### config.mk
export PLATFORM = sky130hd
export DESIGN_NAME = video_frame_aligner
export DESIGN_NICKNAME = d
export VERILOG_FILES = /design/src/rtl/video_pkg.sv /design/src/rtl/video_skid_buffer.sv /design/src/rtl/video_frame_aligner.sv
export SDC_FILE = /design/constraint.sdc
export NUM_CORES = 1
export LEC_CHECK = 0
export ABC_AREA = 1
export BUFFER_PORTS_ARGS = -buffer_cell sky130_fd_sc_hd__clkbuf_2
export CAP_MARGIN = 20
export CORE_MARGIN = 1
export CORE_UTILIZATION = 28
export CTS_CLUSTER_SIZE = 40
export DETAILED_ROUTE_END_ITERATION = 10
export PLACE_DENSITY_LB_ADDON = 0.15
export SLEW_MARGIN = 20
export SYNTH_ARGS = -nofsm -noshare
export SYNTH_HDL_FRONTEND = slang
export SYNTH_HIERARCHICAL = 1
export SYNTH_SLANG_ARGS = --single-unit
### constraint.sdc
create_clock -name clk -period 3.22 [get_ports clk]
set_clock_uncertainty 0.2 [all_clocks]
set_input_delay 0.644 -clock clk [delete_from_list [all_inputs] [get_ports clk]]
set_output_delay 0.644 -clock clk [all_outputs]
set_load 0.1 [all_outputs]
### src/rtl/video_pkg.sv
// Shared types for the video pipeline stages.
// FSM states and the default beat bundle carried between stages.
package video_pkg;

    localparam int PIX_W = 16;

    typedef enum logic [1:0] {
        IDLE,
        PASS,
        PAD,
        DROP
    } state_t;

    typedef logic [PIX_W-1:0] pixel_t;

    typedef struct packed {
        pixel_t data;
        logic   sop;
        logic   eop;
    } beat_t;

endpackage

### src/rtl/video_skid_buffer.sv
// Two-entry Avalon-ST register slice; writer must respect space.
// Source side is registered so downstream ready never reaches upstream ready.
import video_pkg::*;

module video_skid_buffer #(
    parameter type T = beat_t
) (
    input  logic clk,
    input  logic reset,
    input  logic wr_valid,
    input  T     wr_beat,
    output logic space,
    output logic rd_valid,
    input  logic rd_ready,
    output T     rd_beat
);

    logic [1:0] cnt;
    logic       wp;
    logic       rp;
    T           mem [2];
    logic       push;
    logic       pop;

    assign space    = (cnt != 2'd2);
    assign rd_valid = (cnt != 2'd0);
    assign rd_beat  = mem[rp];
    assign push     = wr_valid && space;
    assign pop      = rd_valid && rd_ready;

    always_ff @(posedge clk or negedge reset) begin
        if (!reset) begin
            cnt    <= 2'd0;
            wp     <= 1'b0;
            rp     <= 1'b0;
            mem[0] <= '0;
            mem[1] <= '0;
        end else begin
            if (push) begin
                mem[wp] <= wr_beat;
                wp      <= ~wp;
            end
            if (pop) begin
                rp <= ~rp;
            end
            cnt <= cnt + {1'b0, push} - {1'b0, pop};
        end
    end

endmodule

### src/rtl/video_frame_aligner.sv
// Forces every frame to H_RES*V_RES beats by padding or truncating.
// Define FRAME_ALIGNER_STATS_EN to add frame_cnt / err_cnt outputs.
import video_pkg::*;

module video_frame_aligner #(
    parameter int          DATA_W    = 16,
    parameter int          H_RES     = 320,
    parameter int          V_RES     = 240,
    parameter logic [DATA_W-1:0] PAD_COLOR = '0
) (
    input  logic              clk,
    input  logic              reset,
    input  logic              valid_in,
    output logic              ready_out,
    input  logic [DATA_W-1:0] data_in,
    input  logic              startofpacket_in,
    input  logic              endofpacket_in,
    output logic              valid_out,
    input  logic              ready_in,
    output logic [DATA_W-1:0] data_out,
    output logic              startofpacket_out,
    output logic              endofpacket_out,
    input  logic              clear_err,
    output logic              err_short,
    output logic              err_long,
`ifdef FRAME_ALIGNER_STATS_EN
    output logic [15:0]       frame_cnt,
    output logic [7:0]        err_cnt,
`endif
    output logic              frame_done
);

    localparam int FRAME_PIX = H_RES * V_RES;
    localparam int CW = (FRAME_PIX > 1) ? $clog2(FRAME_PIX) : 1;
    localparam logic [CW-1:0] LAST = CW'(FRAME_PIX - 1);
    localparam bit ONE_PIX = (FRAME_PIX == 1);

    typedef struct packed {
        logic [DATA_W-1:0] data;
        logic              sop;
        logic              eop;
    } obeat_t;

    state_t        state;
    state_t        state_n;
    logic [CW-1:0] pix_cnt;
    logic [CW-1:0] cnt_n;
    logic          wr;
    obeat_t        wb;
    obeat_t        rb;
    logic          space;
    logic          set_s;
    logic          set_l;
    logic          sop_v;
    logic          last;

    assign sop_v = valid_in && startofpacket_in;
    assign last  = (pix_cnt == LAST);

    always_comb begin
        state_n    = state;
        cnt_n      = pix_cnt;
        ready_out  = 1'b0;
        wr         = 1'b0;
        wb         = '0;
        set_s      = 1'b0;
        set_l      = 1'b0;
        frame_done = 1'b0;
        if (reset) begin
            unique case (state)
                IDLE: begin
                    // Garbage is swallowed; a sop waits only if skid is full.
                    ready_out = space || !sop_v;
                    if (sop_v && space) begin
                        wr      = 1'b1;
                        wb.data = data_in;
                        wb.sop  = 1'b1;
                        wb.eop  = ONE_PIX;
                        cnt_n   = CW'(1);
                        state_n = PASS;
                        if (ONE_PIX) begin
                            frame_done = 1'b1;
                            cnt_n      = '0;
                            state_n    = endofpacket_in ? IDLE : DROP;
                            set_l      = !endofpacket_in;
                        end else if (endofpacket_in) begin
                            state_n = PAD;
                            set_s   = 1'b1;
                        end
                    end
                end
                PASS: begin
                    ready_out = space && !sop_v;
                    if (sop_v) begin
                        state_n = PAD;
                        set_s   = 1'b1;
                    end else if (valid_in && space) begin
                        wr      = 1'b1;
                        wb.data = data_in;
                        wb.eop  = last;
                        cnt_n   = pix_cnt + CW'(1);
                        if (last) begin
                            frame_done = 1'b1;
                            cnt_n      = '0;
                            state_n    = endofpacket_in ? IDLE : DROP;
                            set_l      = !endofpacket_in;
                        end else if (endofpacket_in) begin
                            state_n = PAD;
                            set_s   = 1'b1;
                        end
                    end
                end
                PAD: begin
                    if (space) begin
                        wr      = 1'b1;
                        wb.data = PAD_COLOR;
                        wb.eop  = last;
                        cnt_n   = pix_cnt + CW'(1);
                        if (last) begin
                            frame_done = 1'b1;
                            cnt_n      = '0;
                            state_n    = IDLE;
                        end
                    end
                end
                DROP: begin
                    // A new sop is left on the bus for IDLE to take.
                    ready_out = !sop_v;
                    if (sop_v || (valid_in && endofpacket_in)) begin
                        state_n = IDLE;
                    end
                end
                default: state_n = IDLE;
            endcase
        end
    end

    always_ff @(posedge clk or negedge reset) begin
        if (!reset) begin
            state     <= IDLE;
            pix_cnt   <= '0;
            err_short <= 1'b0;
            err_long  <= 1'b0;
        end else begin
            state   <= state_n;
            pix_cnt <= cnt_n;
            if (set_s)          err_short <= 1'b1;
            else if (clear_err) err_short <= 1'b0;
            if (set_l)          err_long <= 1'b1;
            else if (clear_err) err_long <= 1'b0;
        end
    end

`ifdef FRAME_ALIGNER_STATS_EN
    always_ff @(posedge clk or negedge reset) begin
        if (!reset) begin
            frame_cnt <= '0;
            err_cnt   <= '0;
        end else begin
            if (frame_done) frame_cnt <= frame_cnt + 16'd1;
            if (set_s || set_l) begin
                if (err_cnt != 8'hFF) err_cnt <= err_cnt + 8'd1;
            end else if (clear_err) begin
                err_cnt <= '0;
            end
        end
    end
`endif

    video_skid_buffer #(
        .T(obeat_t)
    ) u_skid (
        .clk     (clk),
        .reset   (reset),
        .wr_valid(wr),
        .wr_beat (wb),
        .space   (space),
        .rd_valid(valid_out),
        .rd_ready(ready_in),
        .rd_beat (rb)
    );

    assign data_out          = rb.data;
    assign startofpacket_out = rb.sop;
    assign endofpacket_out   = rb.eop;

endmodule

==> results of run 1 <==
registers in the layout, summed over array words and instances, names as in the netlist:
signal and cells:
u_skid/mem 36, u_skid/wp 1, err_short 1, pix_cnt 17, err_long 1, state 2
u_skid/cnt 2, u_skid/rp 1
critical path: stages (launching register included):
cell	delay [ps]
dfrtp_1	430
inv_1	110
ha_1	250
nand2_1	150
nor2_1	240
a21oi_1	130
nor4_4	380
buf_12	230
cell type report:
class / instances / area [µm²] / share of cell area, %
timing repair buffer: 54 / 335 / 7.52
clock buffer: 11 / 253 / 5.67
multi-input combinational: 385 / 1890 / 42.3
clock inverter: 5 / 81.3 / 1.82
inverter: 43 / 163 / 3.65
tap: 172 / 215 / 4.82
sequential: 61 / 1530 / 34.2
cell usage after synthesis, drive strengths merged (5+ instances only):
master / n / area (µm²)
a21oi: 5 / 25.0
buf: 20 / 178
dfrtp: 61 / 1530
ha: 9 / 113
inv: 41 / 154
nand2: 218 / 828
nand3: 28 / 163
nand4: 45 / 282
nor2: 39 / 156
nor3b: 16 / 120
o21ai: 8 / 40.0
xor2: 5 / 43.8
cells by family (layout without fill, tap and decap cells):
logic type | after synthesis | in the layout | synth area share, %
simple gates | 353 | 353 | 42.3
buf+inv | 67 | 113 | 9.74
flops | 61 | 61 | 40.7
compound gates | 18 | 18 | 3.07
fa+ha+maj | 9 | 9 | 3.00
xor+xnor | 5 | 5 | 1.17
metrics by stage:
stage | worst slack [ps] | power (mW) | cell area, µm² | hold WS, ps
3_5_place_dp | 313 | 3.00 | 4110 | 258
2_1_floorplan | 107 | 2.70 | 3770 | 148
6_report | 127 | 4.07 | 4460 | 270
4_1_cts | 38.6 | 4.12 | 4450 | 273
3_3_place_gp | 364 | 2.99 | 4110 | 255
5_1_grt | 0.258 | 4.33 | 4460 | 294
power by group through the flow:
stage | Sequential, mW | Combinational (mW) | Clock [mW]
5_1_grt | 1.11 | 2.05 | 1.16
3_3_place_gp | 1.09 | 1.90 | 0
4_1_cts | 1.08 | 1.91 | 1.12
6_report | 1.08 | 1.89 | 1.09
3_5_place_dp | 1.09 | 1.91 | 0
2_1_floorplan | 1.09 | 1.62 | 0
what timing repair did:
action,4_1_cts,5_1_grt
endpoints found under the setup margin,0,1
gates resized for setup,0,2
setup buffers,0,1
routing by layer:
layer | vias to the layer above | wire (µm)
met5 | - | 0
met4 | 0 | 134
met3 | 10 | 468
met2 | 69 | 4720
met1 | 1638 | 4820
li1 | 1739 | -
worst max path at each step:
stage | from | endpoint
after global routing | state[1] | frame_done
after detailed placement | startofpacket_in | frame_done
after CTS | state[1] | frame_done
after global placement | startofpacket_in | frame_done
after floorplan | valid_in | ready_out
final | state[1] | frame_done
==> flow_summary.toml, run 1 <==
[die]
core-area_mm2 = 0.0128
die-area_mm2 = 0.0139
die_h_um = 118
initial_utilization_pct = 29.2
ios = 46
row_count = 41
die_w_um = 118

[place]
dp.cells = 714
portBuffers = 45
place_hpwl_um = 6610
place_congestion = 0.794

[cells_and_area]
area_growth_pct = 18.9
num_antenna_cells = 0
nNetsFinal = 586
layout_common_cells = "nand2_1 (216), dfrtp_1 (61), nand4_1 (45)"
fin_cells = 731
drive_gt1_share_pct = 15.6
final_common_cell = "nand2_1"
fillCellCount = 1397
utilization_pct = 34.8

[sta]
max_slew.worst_pin.slew_ps = 846
maxClockFrequency_ghz = 0.323
maxSlewViolCount = 0
period_needed_ps = 3090
hold_violations = 0
setup_tns_ps = 0
period_share_pct = 96.1
rsz0062_at_grt = "no"
setup_viol = 0
maxSlewHeadroom_pct = 43.6

[global_route]
grt_max_degree = 64
overflow = 0
first_global_vias = 3282
busiest_layer = "met2"
grtUsageMet3_pct = 4.07
gr-usage-met2_pct = 24.0
grt_first_pass_wirelength_um = 16900
use_met1_pct = 20.4
antenna_found_initial = 0
grt_use_total_pct = 15.2

[detailed_routing]
wire_per_inst_um = 13.9
drc = 0
drt_wl_total_um = 10100
vias = 3456
first_pass_iters = 4
vias_per_cell = 4.73
dr.first_iter.drc_count = 205
ant_nets = 0

[critical_path]
r2r_start = "state[1]"
cp-end-kind = "primary output"
critPathMaxFanout = 6
critPathRequiredTime_ps = 2380
reg2reg_setup_slack_ps = 480
path_class = "reg2out"
crit_arrival_ps = 2250
startpoint_type = "flip-flop"
r2r-end = "u_skid/mem[8]"
worstRegToRegCells = 12

[clock_network]
cts_root_buf = "clkbuf_16"
tritoncts = "done"
cts.sinks = 61
clk_pin_slew_ps = 60
clockBufferDepth = 2
insertion_delay_ps = 330
htree_levels = 3
ctsHoldBuffers = 0
cts_buffers = 9

[yosys]
synthCells = 513
syn_avg_cell_area_um2 = 7.31
synth-seq-cells = 61
syn-num-nets = 545
synth_edf_count = 0
syn_area_mm2 = 0.00375
synth_flop_cell = "dfrtp_1"
ys_seq_area_share_pct = 40.7
synth-warning-count = 6
ys_types = 34
async_reset_ff_share_pct = 100

[power]
powerDensity_mw_per_mm2 = 911
total_leakage_power_nw = 2.36
pwr-share-seq_pct = 26.6
p_sw_share_pct = 48.8
pwr-share-clk_pct = 26.9
intPower_mw = 2.08
peakVddDrop_mv = 0.486
combPwrFrac_pct = 46.5
p_sw_mw = 1.98

[hold_path]
min-delay-start = "u_skid/mem[33]"
hold_depth = 2
hold_path_end = "u_skid/mem[33]"
hold_class = "reg2reg"

[run_status]
status = "complete, no violations"

[flow_run]
cap_violations = 0
No activity file was read; power rests on OpenSTA's default activity.
==> run 2, diff against run 1 <==
--- a/config.mk
+++ b/config.mk
@@ -13,6 +13,7 @@
 export CTS_CLUSTER_SIZE = 40
 export DETAILED_ROUTE_END_ITERATION = 10
 export PLACE_DENSITY_LB_ADDON = 0.15
+export RECOVER_POWER = 25
 export SLEW_MARGIN = 20
 export SYNTH_ARGS = -nofsm -noshare
 export SYNTH_HDL_FRONTEND = slang
==> run 2 against run 1 <==
Net effect:
- the flow now finishes with violations (capacitance limit, slew limit)
- clock power about the same
- via count fell by 0.23%
- non-clock buffer count unchanged
- sequential share of layout area hardly changed
- count of clock-buffer cells in the layout unchanged
- largest power group unchanged
- highest routed layer unchanged
==> flow_summary.toml, run 2 (same netlist as run 1, synthesis figures left out) <==
[run_status]
status = "complete, but fails checks"
failed_checks = "capacitance limit, slew limit"

[clock_network]
insertion_delay_ps = 330
cts.sinks = 61
clk_pin_slew_ps = 60
tritoncts = "done"
cts_buffers = 9
cts_root_buf = "clkbuf_16"
htree_levels = 3
clockBufferDepth = 2
ctsHoldBuffers = 0

[global_route]
grt_use_total_pct = 15.2
grt_max_degree = 64
antenna_found_initial = 0
grt_first_pass_wirelength_um = 16900
first_global_vias = 3282
overflow = 0

[critical_path]
critPathMaxFanout = 6
crit_arrival_ps = 2250
startpoint_type = "flip-flop"
path_class = "reg2out"
critPathRequiredTime_ps = 2380
r2r_start = "state[1]"
reg2reg_setup_slack_ps = 480
cp-end-kind = "primary output"
crit_start = "state[1]"

[die]
core-area_mm2 = 0.0128
die_h_um = 118
initial_utilization_pct = 29.2
die_w_um = 118
row_count = 41
ios = 46
die-area_mm2 = 0.0139

[detailed_routing]
drt_wl_total_um = 10200
vias = 3448
ant_nets = 0
drc = 0
dr.first_iter.drc_count = 205
first_pass_iters = 4
vias_per_cell = 4.72
wire_per_inst_um = 13.9

[flow_run]
cap_violations = 1

[hold_path]
hold_class = "reg2reg"
min-delay-start = "u_skid/mem[33]"

[cells_and_area]
nNetsFinal = 586
largest_register_ff_count = 36
final_common_cell = "nand2_1"
fillCellCount = 1398
layout_common_cells = "nand2_1 (216), dfrtp_1 (61), nand4_1 (45)"
drive_gt1_share_pct = 15.4
area_growth_pct = 18.8
largest-register = "u_skid/mem"
num_antenna_cells = 0
top_regs = "u_skid/mem: 36 flops, pix_cnt: 17 flops"
fin_cells = 731

[power]
peakVddDrop_mv = 0.487
combPwrFrac_pct = 46.5
pwr-share-clk_pct = 26.9
p_sw_mw = 1.99
intPower_mw = 2.08
powerDensity_mw_per_mm2 = 913
p_total_mw = 4.07
pwr-share-seq_pct = 26.6
p_sw_share_pct = 48.8
total_leakage_power_nw = 2.35

[sta]
setup_viol = 0
period_share_pct = 96.0
period_needed_ps = 3090
maxSlewHeadroom_pct = -11.4
maxClockFrequency_ghz = 0.324
hold_violations = 0
maxSlewViolCount = 64
setup_tns_ps = 0
max_slew.worst_pin.slew_ps = 1670
rsz0062_at_grt = "no"

[place]
portBuffers = 45
place_hpwl_um = 6610
place_congestion = 0.794
dp.cells = 714
-- run 2: cell types whose count changed in the layout (fill, tap and decap cells not counted) --
cell	before	now
buf_4	8	7
clkbuf_1	0	1
-- run 2: power groups by stage --
stage / clock [mW] / combinational [mW] / sequential [mW]
final: 1.09 / 1.89 / 1.08
after global routing: 1.16 / 2.05 / 1.11
after CTS: 1.12 / 1.91 / 1.08
after detailed placement: 0 / 1.91 / 1.09
after global placement: 0 / 1.90 / 1.09
after floorplan: 0 / 1.62 / 1.09
-- run 2: layout make-up --
| cell class | count | area, µm² | area share (%) |
|---|---|---|---|
| clock buffers | 11 | 253 | 5.67 |
| clock inverters | 5 | 81.3 | 1.82 |
| repair buffers | 54 | 332 | 7.44 |
| flip-flops and latches | 61 | 1530 | 34.3 |
| well taps | 172 | 215 | 4.83 |
| multi-input cells | 385 | 1890 | 42.3 |
| inverters | 43 | 163 | 3.65 |
-- run 2: worst paths after layout --
check | to | cells after the start
max in group asynchronous | pix_cnt[10] | 2
hold / removal | u_skid/mem[33] | 2
hold reg to reg | u_skid/mem[33] | 2
min in group asynchronous | u_skid/mem[1] | 2
setup reg to reg | u_skid/mem[8] | 12
setup / recovery | frame_done | 7
-- run 2: through the flow --
stage	area, µm²	worst slack (ps)	hold slack (ps)	utilization, %
final	4460	130	270	34.8
after global routing	4460	0.251	294	34.8
after CTS	4450	38.6	273	34.7
after detailed placement	4110	313	258	32.1
after global placement	4110	364	255	32.1
after floorplan	3770	107	148	-
-- run 2: critical path, stage by stage, from the launching register on --
cell and delay [ps]:
dfrtp_1 430, inv_1 110, ha_1 250, nand2_1 150, nor2_1 240, a21oi_1 130
nor4_4 380, buf_12 230
-- run 2: repair_timing --
| item | CTS | global route |
|---|---|---|
| hold endpoints to repair | 0 | 0 |
| setup buffers | 0 | 1 |
| resized for setup | 0 | 2 |
| setup endpoints to repair | 0 | 1 |
-- run 2: metal layers --
layer,part of all wire (%),routed length [µm],up-vias,GRT usage [%]
met4,1.3,134,0,4.49
met1,49,4940,1629,20.4
met5,0,0,-,0
li1,-,-,1736,-
met3,4.5,460,10,4.07
met2,46,4640,73,24.0
